`src/rtl/work_scheduler_pkg.sv`:
```
// Shared types and constants for the work scheduler.
// Types, nonce field position and chunk-count helper.
package work_scheduler_pkg;

  typedef enum logic [1:0] {
    S_IDLE,
    S_LOAD,
    S_DISPATCH,
    S_DRAIN
  } state_e;

  localparam int NONCE_W   = 32;
  localparam int NONCE_MSB = 639;
  localparam int NONCE_LSB = 608;

  function automatic logic [NONCE_W-1:0] chunk_count(input int log2);
    return NONCE_W'(1) << (NONCE_W - log2);
  endfunction

endpackage

```
`src/rtl/rr_pick.sv`:
```
// Round-robin first-set finder.
// Searches req upward from ptr with wrap; one-hot grant plus index.
module rr_pick #(
  parameter int N  = 4,
  parameter int IW = (N > 1) ? $clog2(N) : 1
) (
  input  logic [N-1:0]  req,
  input  logic [IW-1:0] ptr,
  output logic [N-1:0]  gnt,
  output logic [IW-1:0] idx,
  output logic          valid
);

  always_comb begin
    logic [IW-1:0] j;
    gnt   = '0;
    idx   = '0;
    valid = 1'b0;
    j     = '0;
    for (int k = 0; k < N; k++) begin
      j = IW'((int'(ptr) + k) % N);
      if (!valid && req[j]) begin
        valid  = 1'b1;
        gnt[j] = 1'b1;
        idx    = j;
      end
    end
  end

endmodule

```
`src/rtl/work_scheduler.sv`:
```
// Nonce-chunk dispatcher and found-nonce collector for a hash core bank.
// SCHED_STATS_EN adds stat_chunks / stat_results counters.
module work_scheduler
  import work_scheduler_pkg::*;
#(
  parameter int NUM_CORES  = 4,
  parameter int CHUNK_LOG2 = 24
) (
  input  logic                         clk,
  input  logic                         rst,
  input  logic                         work_restart,
  input  logic                         new_work,
  input  logic [639:0]                 work_data,
  output logic                         got_work,
  output logic [NUM_CORES-1:0]         core_start,
  output logic [NONCE_W-1:0]           core_nonce_base,
  input  logic [NUM_CORES-1:0]         core_busy,
  input  logic [NUM_CORES-1:0]         core_found,
  input  logic [NUM_CORES*NONCE_W-1:0] core_found_nonce,
  output logic [NUM_CORES-1:0]         core_ack,
  output logic                         result_valid,
  input  logic                         result_ready,
  output logic [NONCE_W-1:0]           result_data,
  output logic                         exhausted
`ifdef SCHED_STATS_EN
  ,
  output logic [31:0]                  stat_chunks,
  output logic [31:0]                  stat_results
`endif
);

  localparam int IW = (NUM_CORES > 1) ? $clog2(NUM_CORES) : 1;
  localparam logic [NONCE_W-1:0] CHUNK = NONCE_W'(1) << CHUNK_LOG2;
  localparam logic [NONCE_W-1:0] TOTAL = chunk_count(CHUNK_LOG2);

  typedef logic [NUM_CORES-1:0] vec_t;

  state_e       state_q, state_d;
  logic [31:0]  start_q, start_d;
  logic [31:0]  nonce_q, nonce_d;
  logic [31:0]  issued_q, issued_d;
  logic [IW-1:0] dp_q, dp_d, ap_q, ap_d;
  vec_t         mask_a_q, mask_a_d, mask_b_q, mask_b_d;
  logic         got_q, got_d, exh_q, exh_d;
  vec_t         cs_q, cs_d;
  logic [31:0]  base_q, base_d;
  logic         rv_q, rv_d;
  logic [31:0]  rd_q, rd_d;

  vec_t          d_gnt, a_gnt;
  logic [IW-1:0] d_idx, a_idx;
  logic          d_vld, a_vld, load;
  logic          unused_work;

  assign unused_work = ^work_data[NONCE_LSB-1:0];

  function automatic logic [IW-1:0] next_idx(input logic [IW-1:0] i);
    return (i == IW'(NUM_CORES - 1)) ? '0 : i + 1'b1;
  endfunction

  // A started core is masked until its busy flag is visible.
  rr_pick #(.N(NUM_CORES), .IW(IW)) u_dpick (
    .req   (~core_busy & ~(mask_a_q | mask_b_q)),
    .ptr   (dp_q),
    .gnt   (d_gnt),
    .idx   (d_idx),
    .valid (d_vld)
  );

  rr_pick #(.N(NUM_CORES), .IW(IW)) u_apick (
    .req   (core_found),
    .ptr   (ap_q),
    .gnt   (a_gnt),
    .idx   (a_idx),
    .valid (a_vld)
  );

  always_comb begin
    state_d  = state_q;
    start_d  = start_q;
    nonce_d  = nonce_q;
    issued_d = issued_q;
    dp_d     = dp_q;
    mask_a_d = '0;
    mask_b_d = mask_a_q;
    got_d    = 1'b0;
    cs_d     = '0;
    base_d   = base_q;
    exh_d    = 1'b0;
    if (work_restart) begin
      state_d  = S_IDLE;
      issued_d = '0;
      mask_b_d = '0;
    end else if (new_work) begin
      state_d  = S_LOAD;
      start_d  = work_data[NONCE_MSB:NONCE_LSB] & ~(CHUNK - 1'b1);
      got_d    = 1'b1;
      issued_d = '0;
      mask_b_d = '0;
    end else begin
      unique case (state_q)
        S_LOAD: begin
          nonce_d  = start_q;
          issued_d = '0;
          state_d  = S_DISPATCH;
        end
        S_DISPATCH: begin
          if (d_vld) begin
            cs_d     = d_gnt;
            base_d   = nonce_q;
            nonce_d  = nonce_q + CHUNK;
            issued_d = issued_q + 1'b1;
            dp_d     = next_idx(d_idx);
            mask_a_d = d_gnt;
            if (issued_q + 1'b1 == TOTAL) state_d = S_DRAIN;
          end
        end
        S_DRAIN: begin
          if (core_busy == '0 && core_found == '0 && !rv_q &&
              (mask_a_q | mask_b_q) == '0) begin
            exh_d   = 1'b1;
            state_d = S_IDLE;
          end
        end
        default: ;
      endcase
    end
  end

  // Register refills in the same cycle it drains.
  always_comb begin
    rv_d = rv_q && !result_ready;
    rd_d = rd_q;
    ap_d = ap_q;
    load = !rv_d && a_vld;
    if (load) begin
      rv_d = 1'b1;
      ap_d = next_idx(a_idx);
      for (int i = 0; i < NUM_CORES; i++)
        if (a_gnt[i]) rd_d = core_found_nonce[i*NONCE_W +: NONCE_W];
    end
  end

  always_ff @(posedge clk or negedge rst) begin
    if (!rst) begin
      state_q  <= S_IDLE;
      start_q  <= '0;
      nonce_q  <= '0;
      issued_q <= '0;
      dp_q     <= '0;
      ap_q     <= '0;
      mask_a_q <= '0;
      mask_b_q <= '0;
      got_q    <= 1'b0;
      cs_q     <= '0;
      base_q   <= '0;
      exh_q    <= 1'b0;
      rv_q     <= 1'b0;
      rd_q     <= '0;
    end else begin
      state_q  <= state_d;
      start_q  <= start_d;
      nonce_q  <= nonce_d;
      issued_q <= issued_d;
      dp_q     <= dp_d;
      ap_q     <= ap_d;
      mask_a_q <= mask_a_d;
      mask_b_q <= mask_b_d;
      got_q    <= got_d;
      cs_q     <= cs_d;
      base_q   <= base_d;
      exh_q    <= exh_d;
      rv_q     <= rv_d;
      rd_q     <= rd_d;
    end
  end

  assign got_work        = got_q;
  assign core_start      = cs_q;
  assign core_nonce_base = base_q;
  assign exhausted       = exh_q;
  assign result_valid    = rv_q;
  assign result_data     = rd_q;
  assign core_ack        = (load && rst) ? a_gnt : '0;

`ifdef SCHED_STATS_EN
  logic [31:0] chunks_q, chunks_d, results_q, results_d;

  always_comb begin
    chunks_d  = chunks_q;
    results_d = results_q;
    if (got_d) chunks_d = '0;
    else if (|cs_d && chunks_q != '1) chunks_d = chunks_q + 1'b1;
    if (rv_q && result_ready && results_q != '1)
      results_d = results_q + 1'b1;
  end

  always_ff @(posedge clk or negedge rst) begin
    if (!rst) begin
      chunks_q  <= '0;
      results_q <= '0;
    end else begin
      chunks_q  <= chunks_d;
      results_q <= results_d;
    end
  end

  assign stat_chunks  = chunks_q;
  assign stat_results = results_q;
`endif

endmodule

```
`config.mk`:
```
export PLATFORM = sky130hd
export DESIGN_NAME = work_scheduler
export DESIGN_NICKNAME = d
export VERILOG_FILES = /design/src/rtl/work_scheduler_pkg.sv /design/src/rtl/rr_pick.sv /design/src/rtl/work_scheduler.sv
export SDC_FILE = /design/constraint.sdc
export NUM_CORES = 1
export LEC_CHECK = 0
export BUFFER_PORTS_ARGS = -buffer_cell sky130_fd_sc_hd__buf_2
export CAP_MARGIN = 0
export CORE_AREA = 2 2 330 332
export CTS_BUF_LIST = sky130_fd_sc_hd__clkbuf_8 sky130_fd_sc_hd__clkbuf_16
export CTS_CLUSTER_SIZE = 40
export DETAILED_ROUTE_END_ITERATION = 10
export DIE_AREA = 0 0 332 334
export PLACE_DENSITY = 0.35
export SLEW_MARGIN = 40
export SYNTH_ARGS = -nofsm -noshare
export SYNTH_HDL_FRONTEND = slang
export SYNTH_SLANG_ARGS = --single-unit
```
`constraint.sdc`:
```
create_clock -name clk -period 3.9 [get_ports clk]
set_input_delay 0.39 -clock clk [delete_from_list [all_inputs] [get_ports clk]]
set_output_delay 0.39 -clock clk [all_outputs]
set_load 0.02 [all_outputs]
```
Word-level counts from Yosys, hierarchy flattened

Cells that the tools add are included.

Add/subtract/negate cells: 10
Reduce and logical (&&, ||, !) cells: 42
Bitwise logic cells: 12
$lt $le $gt $ge: 16
Equal/unequal tests: 10
Multiplexer cells: 88

Operators by type and width:

| operator                                                              | number |
|---|---|
| 32-bit 2-to-1 mux                                                     | 8 |
| 32-bit one-hot mux with 2 select lines                                | 2 |
| 4-bit 2-to-1 mux                                                      | 15 |
| 32-bit by 1-bit adder with 32-bit output, second input constant       | 1 |
| 32-bit by 25-bit adder with 32-bit output, second input constant      | 1 |
| 32-bit by 9-bit == test with 1-bit output, second input constant      | 1 |
| 1-bit 2-to-1 mux                                                      | 31 |
| 2-bit 2-to-1 mux                                                      | 15 |
| 4-bit OR                                                              | 7 |
| 2-bit by 3-bit < comparator with 1-bit output, second input constant  | 8 |
| 1-bit logical AND                                                     | 20 |
| 1-bit binary-select mux with 2-bit select                             | 8 |
| 1-bit demux with 2-bit select                                         | 8 |
| 2-bit by 1-bit >= comparator with 1-bit output, second input constant | 8 |
| 4-bit zero test                                                       | 3 |
| 4-bit inequality test, second input constant                          | 3 |
| 4-bit AND reduction                                                   | 3 |
| 1-bit zero test                                                       | 9 |
| 2-bit by 1-bit adder with 2-bit output, second input constant         | 4 |
| 2-bit adder, second input constant                                    | 4 |
| 2-bit == test, second input constant                                  | 4 |
| 4-bit NOT                                                             | 2 |
| 4-bit nonzero test                                                    | 2 |
| 2-bit one-hot mux with 3 select lines                                 | 1 |
| 7 further kinds                                                       | 10 |

Flip-flop bits (word level): 153
Output and inout bits: 75

Logic depth before layout (Yosys ltp)

Gate-level depths: netlist of the first run.

Word-level depth: 19
Mapped depth: 14

Cells and area by module

From an unflattened synthesis of the first run, not the netlist that was laid out.

Cells, all modules: 895
Area total of the unflattened synthesis: 7402.1 µm²

By module, submodules not included:

| module         | area each (µm²) | times used | cells an instance |
|---|---|---|---|
| work_scheduler | 6558.8          | 1          | 805 |
| rr_pick        | 421.7           | 2          | 45 |

Least setup slack after synthesis of the first run

OpenSTA, ideal clock, no wires.

Path type: register to output
From: register ap_q[0]
To: output core_ack[3]
Arrival time: 3054 ps
Setup slack: 456 ps
Cell stages (with the launch flop): 12
Buffers on the path: 4
Path through: dfrtp_1 > buf_2 > inv_1 > ha_1 > buf_6 > mux4_2 > nor2b_4 > a22o_1 > a221o_1 > buf_2 > clkbuf_1 > nor2b_1

Cells in the longest elaborated chain, start to end: 15

Ends and longest elaborated chain:

| item                                                                                                   | RTL line              | source |
|---|---|---|
| start, declared                                                                                        | work_scheduler.sv:42  | `logic [IW-1:0] dp_q, dp_d, ap_q, ap_d;` |
| start signal, assigned                                                                                 | work_scheduler.sv:166 | `ap_q <= ap_d;` |
| parallel branches: the longest is 14 deep, another holds 2-bit by 3-bit < comparator with 1-bit output | n/a                   |  |
| 4-bit 2-to-1 mux (*)                                                                                   | work_scheduler.sv:184 | `assign core_ack = (load && rst) ? a_gnt : '0;` |
| end, declared                                                                                          | work_scheduler.sv:20  | `output logic [NUM_CORES-1:0] core_ack,` |

Every way passes the cells marked *. The select of a mux whose other input is x is not followed.

Worst setup path in the final report of the first run

From: register ap_q[0]
To: output core_ack[1]

Same word-level chain as after synthesis.

==> flow_summary.toml, run 1 <==
[synth]
synth_edf_count = 0
yosys-top-cells-area = "dfrtp_1, nand2_1, nor2_1"
syn_area_um2 = 7340
yosysMostFrequentCell = "nand2_1"
synth-async-reset-ratio = 1.00
seq_area_frac_synth = 0.358
synth_cell_types = 74
synth_flop_cell = "dfrtp_1"
synth.avg_cell_area_um2 = 8.31
yosysTopAreaCellShare = 0.358
yosys_warnings = 0
syn-instance-count = 883
synth.cells.most_frequent = "nand2_1, nor2_1, dfrtp_1"
synth-seq-cells = 105
synthDominantAreaCellType = "dfrtp_1"

[sta]
min_period_ps = 3570
finalHoldViolCount = 0
period_share = 0.915
slew_headroom = 0.524
fmax_ghz = 0.280
setup_tns_ps = 0
fin_ws_ps = 332
finalMaxSlewViolations = 0
worst_slew_pin_slew_ps = 714
skew_ps = 12.4
hold_ws_ps = 202
rsz0062_at_grt = "no"
finalSetupViolations = 0

[die]
num_rows = 121
start_util = 0.0681
dieArea_um2 = 111000
die_h_um = 334
die_w_um = 332
fp.coreArea_um2 = 108000
io_pins = 856

[clocking]
tritoncts = "done"
clock-sinks = 105
ctsResizeCount = 0
clkLatencyLatePin_ps = 410
htreeDepth = 3
root_buffer = "clkbuf_16"
cts_buffer_depth = 2
clk_pin_slew_ps = 90
cts_made_buffers = 9

[drt]
avgRoutedWirePerCell_um = 11.6
final_antenna_net_count = 0
vias = 7095
wl_um = 28900
viasPerCell = 2.85
drt_iter0_markers = 405
firstDrtPassIters = 6
drc = 0

[worst_setup_path]
end_kind = "output port"
required_ps = 3510
start_kind = "flop"
crit_arrival_ps = 3180
crit_type = "reg2out"
critPathMaxFanout = 11

[placement]
dpl.cell_count = 2472
port_buffers = 199
gp_congestion = 0.718
hpwlAfterDp_um = 21700
pre_cts_ws_ps = 542
dpl-instance-area_um2 = 10100

[power]
power_mw = 7.19
ir_worst_vdd_mv = 0.281
p_per_area_nw_per_um2 = 688
leakage_nw = 4.06

[cells_and_area]
drive_gt1_frac = 0.287
antenna_cells = 0
layoutNonFillerInstCount = 2489
area_delta_synth_final_pct = 42.4
fin_nets = 1872
design_area_um2 = 10500
fin_util = 0.0970

[global_route]
antenna_found_initial = 4
overflow = 0
grt_pass1_wl_um = 44000
grt_start_max_net_pins = 51
track_usage = 0.0526
grt_pass1_vias = 7008

[worst_hold_path]
min_path_type = "in2reg"

[outcome]
status = "finished, final reports clean"

[run]
cap_viol_max_count = 0
[sequential cells by signal (all words and copies together), names as in the netlist]
register	flops
state_q	2
result_valid	1
nonce_q	8
core_nonce_base	8
ap_q	2
exhausted	1
mask_b_q	4
issued_q	32
dp_q	2
core_start	4
start_q	8
result_data	32
got_work	1
[layout make-up]
cell class / instances / area [µm²]
Clock buffer: 10 / 239
Timing Repair Buffer: 241 / 1410
Multi-Input combinational cell: 705 / 4290
Tap cell: 1414 / 1770
Sequential cell: 105 / 2630
Clock inverter: 6 / 92.6
Inverter: 8 / 30.0
Fill cell: 12594 / 97300
[logic make-up (layout without fill, tap and decap cells)]
| group | count (synthesis) | count (layout) | share of synthesized area |
|---|---|---|---|
| AND/OR/NAND/NOR | 395 | 395 | 0.254 |
| other | 1 | 24 | 0.000511 |
| multiplexers | 30 | 30 | 0.0506 |
| adder cells (fa/ha/maj) | 21 | 21 | 0.0358 |
| XOR/XNOR | 8 | 8 | 0.00955 |
| AO/OA/AOI/OAI | 227 | 227 | 0.219 |
| buffers and inverters | 96 | 265 | 0.0725 |
| flip-flops | 105 | 105 | 0.358 |
[placed cells by master, fill, tap and decap left out, drive strengths merged, types with 6 or more instances in the layout]
master / instances
inv: 10
and3: 19
a311o: 32
or2: 7
mux2: 17
mux2i: 9
xnor2: 6
o21ai: 61
and2: 8
nor2b: 14
a21oi: 19
ha: 21
o31ai: 19
nand4: 13
nor3: 13
nand2: 133
clkbuf: 10
buf: 240
nand3: 22
nor4: 13
dfrtp: 105
nand2b: 7
or3: 7
a221oi: 7
nor2: 128
a31oi: 45
conb: 24
[worst paths after layout]
path / from / slack [ps] / cells after the start / to
max: ap_q[0]$_DFFE_PN0P_ / 330 / 11 / core_ack[1]
min: work_data[639] / 200 / 2 / start_q[31]$_DFFE_PN0P_
max reg2reg: ap_q[0]$_DFFE_PN0P_ / 410 / 12 / result_data[25]$_DFFE_PN0P_
min reg2reg: issued_q[25]$_DFFE_PN0P_ / 510 / 1 / issued_q[25]$_DFFE_PN0P_
max in group asynchronous: rst / 2320 / 3 / core_start[0]$_DFF_PN0_
min in group asynchronous: rst / 470 / 2 / issued_q[17]$_DFFE_PN0P_
[repair_timing]
action | in CTS | in global routing
setup buffers | 0 | 0
hold endpoints to repair | 29 | 0
hold buffers | 1 | 0
[metal layers]
metal / share of wire / up-vias / GRT usage
met5: 0.0017 / - / 0
met4: 0.014 / 8 / 0.0162
met3: 0.050 / 21 / 0.0159
met2: 0.44 / 163 / 0.0802
met1: 0.49 / 3370 / 0.0708
li1: - / 3533 / -
[worst max-delay path: stages (launching register included)]
cell,delay [ps]
dfrtp_1,380
inv_1,170
ha_1,290
buf_4,170
nor3b_1,170
a21oi_1,70
o31ai_2,490
a21oi_2,150
or2_2,360
buf_12,180
nor2_1,120
buf_2,200
[power by group]
| group | internal, mW | leakage (nW) | switching (mW) |
|---|---|---|---|
| clock network | 0.537 | 0.158 | 0.562 |
| registers | 1.40 | 1.31 | 0.178 |
| logic | 1.83 | 2.59 | 2.69 |
(Power assumes the default switching activity.)
==> run 2: changes to the inputs <==
--- a/config.mk
+++ b/config.mk
@@ -5,14 +5,14 @@
 export SDC_FILE = /design/constraint.sdc
 export NUM_CORES = 1
 export LEC_CHECK = 0
-export BUFFER_PORTS_ARGS = -buffer_cell sky130_fd_sc_hd__buf_2
 export CAP_MARGIN = 0
-export CORE_AREA = 2 2 330 332
+export CORE_AREA = 2 2 332 334
 export CTS_BUF_LIST = sky130_fd_sc_hd__clkbuf_8 sky130_fd_sc_hd__clkbuf_16
 export CTS_CLUSTER_SIZE = 40
 export DETAILED_ROUTE_END_ITERATION = 10
-export DIE_AREA = 0 0 332 334
-export PLACE_DENSITY = 0.35
+export DIE_AREA = 0 0 334 336
+export DONT_BUFFER_PORTS = 1
+export PLACE_DENSITY = 0.3
 export SLEW_MARGIN = 40
 export SYNTH_ARGS = -nofsm -noshare
 export SYNTH_HDL_FRONTEND = slang
==> flow_summary.toml, run 2 (synthesis results as in run 1) <==
[sta]
worst_slew_pin_slew_ps = 695
finalMaxSlewViolations = 0
fmax_ghz = 0.268
period_share = 0.955
rsz0062_at_grt = "no"
skew_ps = 43.1
setup_tns_ps = 0
finalSetupViolations = 0
min_period_ps = 3730
finalHoldViolCount = 0
slew_headroom = 0.537

[die]
die_w_um = 334
dieArea_um2 = 112000
io_pins = 856
fp.coreArea_um2 = 108000
num_rows = 121
start_util = 0.0677
die_h_um = 336

[cells_and_area]
final_common_cell = "nand2_1"
area_delta_synth_final_pct = 28.5
fin_nets = 1669
regArea_um2 = 2630
drive_gt1_frac = 0.123
layout_common_cells = "nand2_1, nor2_1, dfrtp_1"
multi_input_area_um2 = 4310
fillers = 12645

[global_route]
use_met2 = 0.0757
track_usage = 0.0496
grt-busiest-layer = "met2"
grt_pass1_vias = 6462
grt_use_met1 = 0.0657
grt_start_max_net_pins = 106
grt_pass1_wl_um = 41800
antenna_found_initial = 7
overflow = 0
globalRouteMet3Util = 0.0167

[worst_setup_path]
critPathMaxFanout = 11
crit_arrival_ps = 3340
start_kind = "flop"
required_ps = 3510
end_kind = "output port"
crit_type = "reg2out"

[power]
p_per_area_nw_per_um2 = 721
power_mw = 6.80
leakage_nw = 3.25
ir_worst_vdd_mv = 0.355

[run]
cap_viol_max_count = 0

[clocking]
clk_pin_slew_ps = 90
htreeDepth = 3
clock-sinks = 105
clkLatencyLatePin_ps = 440
cts_made_buffers = 9
root_buffer = "clkbuf_16"
cts_buffer_depth = 2
tritoncts = "done"

[outcome]
status = "finished, final reports clean"

[drt]
drc = 0
avgRoutedWirePerCell_um = 12.5
firstDrtPassIters = 5
vias = 6572
final_antenna_net_count = 0
viasPerCell = 2.87
wl_um = 28600
drt_iter0_markers = 449

[placement]
hpwlAfterDp_um = 20400
port_buffers = 0
gp_congestion = 0.705

[worst_hold_path]
min_path_type = "in2reg"
run 2: cell types whose count changed in the layout (fill, tap and decap cells not counted), sizes merged:
cell	delta
buf	-204
inv	+2
bufinv	-1
clkinv	+1
clkinvlp	-1
diode	+1
run 2: worst paths after layout:
kind / cells past startpoint / slack, ps / from / end
setup / recovery: 8 / 170 / ap_q[1]$_DFFE_PN0P_ / core_ack[3]
hold reg to reg: 1 / 520 / issued_q[25]$_DFFE_PN0P_ / issued_q[25]$_DFFE_PN0P_
min in group asynchronous: 2 / 520 / rst / result_data[28]$_DFFE_PN0P_
max in group asynchronous: 2 / 2760 / rst / core_nonce_base[29]$_DFFE_PN0P_
hold / removal: 1 / 60 / new_work / exhausted$_DFF_PN0_
setup reg to reg: 10 / 430 / ap_q[1]$_DFFE_PN0P_ / result_data[20]$_DFFE_PN0P_
run 2: report_power, final:
part           internal (mW)  switching [mW]
Sequential              1.39           0.539
Clock                  0.469           0.622
Combinational           1.56            2.22
run 2: repair_timing:
item                                   in CTS  in global routing
hold buffers                                2                  0
buffers inserted                            0                  2
setup endpoints to repair                   1                  3
endpoints found under the hold margin     105                  0
resized for setup                           1                  3
pin swaps                                   0                  0
cloned                                      0                  1
run 2: per-layer routing:
metal  vias up  share of wire
met3        23          0.067
met4         4          0.015
met1      3223           0.47
met2       191           0.44
li1       3131              -
met5         -        0.00080
run 2: area by class of cell:
class                           instances  area share
Tap cell                             1414       0.188
Clock buffer                            9      0.0239
Sequential cell                       105       0.279
Timing Repair Buffer                   38      0.0402
Clock inverter                          7     0.00942
Inverter                                8     0.00318
Multi-Input combinational cell        705       0.457
Antenna cell                            1    0.000265
run 2: worst max-delay path, cell delays in order, from the launching register on:
cell	delay, ps
dfrtp_1	350
inv_1	120
ha_2	480
mux4_2	650
a22o_1	290
a221o_4	500
buf_4	220
nor2b_1	130
buf_4	170
run 2: through the flow:
step / setup slack, ps / instance area (µm²) / utilization / hold WS [ps] / cells
finish: 175 / 9430 / 0.0870 / 64.5 / 2287
global route: 15.3 / 9430 / 0.0870 / 30.1 / 2286
CTS: 20.4 / 9380 / 0.0865 / 25.7 / 2283
detailed placement: 217 / 9020 / 0.0832 / 98.0 / 2265
global placement: 251 / 9020 / 0.0832 / 98.0 / 2265
floorplan: 456 / 7430 / - / 94.4 / 906
==> run 3: changes to the inputs <==
--- a/config.mk
+++ b/config.mk
@@ -12,7 +12,7 @@
 export DETAILED_ROUTE_END_ITERATION = 10
 export DIE_AREA = 0 0 334 336
 export DONT_BUFFER_PORTS = 1
-export PLACE_DENSITY = 0.3
+export PLACE_DENSITY_LB_ADDON = 0.1
 export SLEW_MARGIN = 40
 export SYNTH_ARGS = -nofsm -noshare
 export SYNTH_HDL_FRONTEND = slang
==> flow_summary.toml, run 3 (synthesis results as in run 1) <==
[global_route]
antenna_found_initial = 4
grt_pass1_vias = 6688
grt_pass1_wl_um = 47200
grt_start_max_net_pins = 106
track_usage = 0.0575
overflow = 0

[cells_and_area]
drive_gt1_frac = 0.120
fin_nets = 1673
layout_common_cells = "nand2_1, nor2_1, dfrtp_1"
area_delta_synth_final_pct = 28.5
final_common_cell = "nand2_1"

[placement]
port_buffers = 0
hpwlAfterDp_um = 22900
gp_congestion = 0.655

[worst_setup_path]
cpMaxStageDelayCell = "mux4_2"
path_buf_inv = 3
crit_type = "reg2out"
crit_chain = "inv_1 -> ha_1 -> mux4_2 -> a221o_1 -> a21oi_2 -> or2_4 -> buf_12 -> nor2_1 -> buf_4"
critPathMaxFanout = 25
required_ps = 3510
crit_arrival_ps = 3250
start_kind = "flop"
crit_family = "multiplexers"
end_kind = "output port"
critPathMaxStageDelay_ps = 640

[sta]
finalMaxSlewViolations = 0
worst_slew_pin_slew_ps = 799
min_period_ps = 3640
fmax_ghz = 0.275
rsz0062_at_grt = "no"
period_share = 0.934
finalSetupViolations = 0
skew_ps = 27.8
setup_tns_ps = 0
slew_headroom = 0.467
finalHoldViolCount = 0

[power]
intPower_mw = 3.37
leakage_nw = 3.26
switching_share = 0.500
p_per_area_nw_per_um2 = 715
seq_power_share = 0.286
power_mw = 6.74
switchingPower_mw = 3.37
ir_worst_vdd_mv = 0.295
p_comb_frac = 0.559
clkPwrFrac = 0.155

[worst_hold_path]
min_path_type = "in2reg"

[outcome]
status = "finished, final reports clean"

[drt]
final_antenna_net_count = 0
drt_iter0_markers = 349
vias = 6491
viasPerCell = 2.83
firstDrtPassIters = 5
drc = 0
wl_um = 32200
avgRoutedWirePerCell_um = 14.1

[clocking]
post_cts_buffers = 0
clk_pin_slew_ps = 110
tritoncts = "done"
clock-sinks = 105
cts_made_buffers = 9
root_buffer = "clkbuf_16"
cts_buffer_depth = 2
htreeDepth = 3
clkLatencyLatePin_ps = 420

[die]
die_w_um = 334
dieArea_um2 = 112000
io_pins = 856
die_h_um = 336
fp.coreArea_um2 = 108000
start_util = 0.0677
num_rows = 121

[run]
cap_viol_max_count = 0
-- run 3: timing repair --
| item | 4_1_cts | 5_1_grt |
|---|---|---|
| endpoints found under the hold margin | 106 | 0 |
| gates resized for setup | 1 | 1 |
| gates cloned | 0 | 0 |
| hold buffers | 4 | 0 |
| setup endpoints to repair | 1 | 1 |
-- run 3: per-layer routing --
metal  global-route usage  routed length, µm  up-vias
met5                    0                  0        -
met4               0.0184                538        0
met3               0.0139               1430       17
met2               0.0951              15200      131
met1               0.0734              15100     3220
li1                     -                  -     3123
-- run 3: layout make-up --
type / instances / area [µm²]
fill: 12671 / 99000
tap: 1414 / 1770
clock buffer: 10 / 239
inverter: 8 / 30.0
antenna: 1 / 2.50
timing repair buffer: 42 / 405
clock inverter: 6 / 55.1
multi-input combinational: 705 / 4300
sequential: 105 / 2630
-- run 3: worst paths after layout --
path / startpoint / to / slack, ps / cells past startpoint
worst max-delay path: ap_q[1]$_DFFE_PN0P_ / core_ack[1] / 260 / 9
max in group asynchronous: rst / result_data[30]$_DFFE_PN0P_ / 2680 / 2
min in group asynchronous: rst / result_data[23]$_DFFE_PN0P_ / 530 / 2
worst min-delay path: core_found_nonce[122] / result_data[26]$_DFFE_PN0P_ / 100 / 2
worst max register to register: issued_q[0]$_DFFE_PN0P_ / state_q[1]$_DFFE_PN0P_ / 480 / 10
worst min register to register: issued_q[25]$_DFFE_PN0P_ / issued_q[25]$_DFFE_PN0P_ / 520 / 1
-- run 3: through the flow --
step	setup slack (ps)	area, µm²	hold WS (ps)	util	std cells
after floorplan	456	7430	94.4	-	906
after global placement	364	9060	99.2	0.0836	2270
after detailed placement	352	9060	97.9	0.0836	2270
after CTS	138	9420	55.0	0.0869	2290
after global routing	52.9	9430	72.2	0.0870	2290
final	257	9430	105	0.0870	2291
-- run 3: power groups by stage --
stage / registers, mW / logic, mW / clock network (mW)
5_1_grt: 1.98 / 4.26 / 1.17
4_1_cts: 1.96 / 3.91 / 1.15
2_1_floorplan: 1.86 / 2.64 / 0
3_3_place_gp: 1.99 / 3.90 / 0
3_5_place_dp: 1.98 / 3.86 / 0
6_report: 1.93 / 3.76 / 1.04
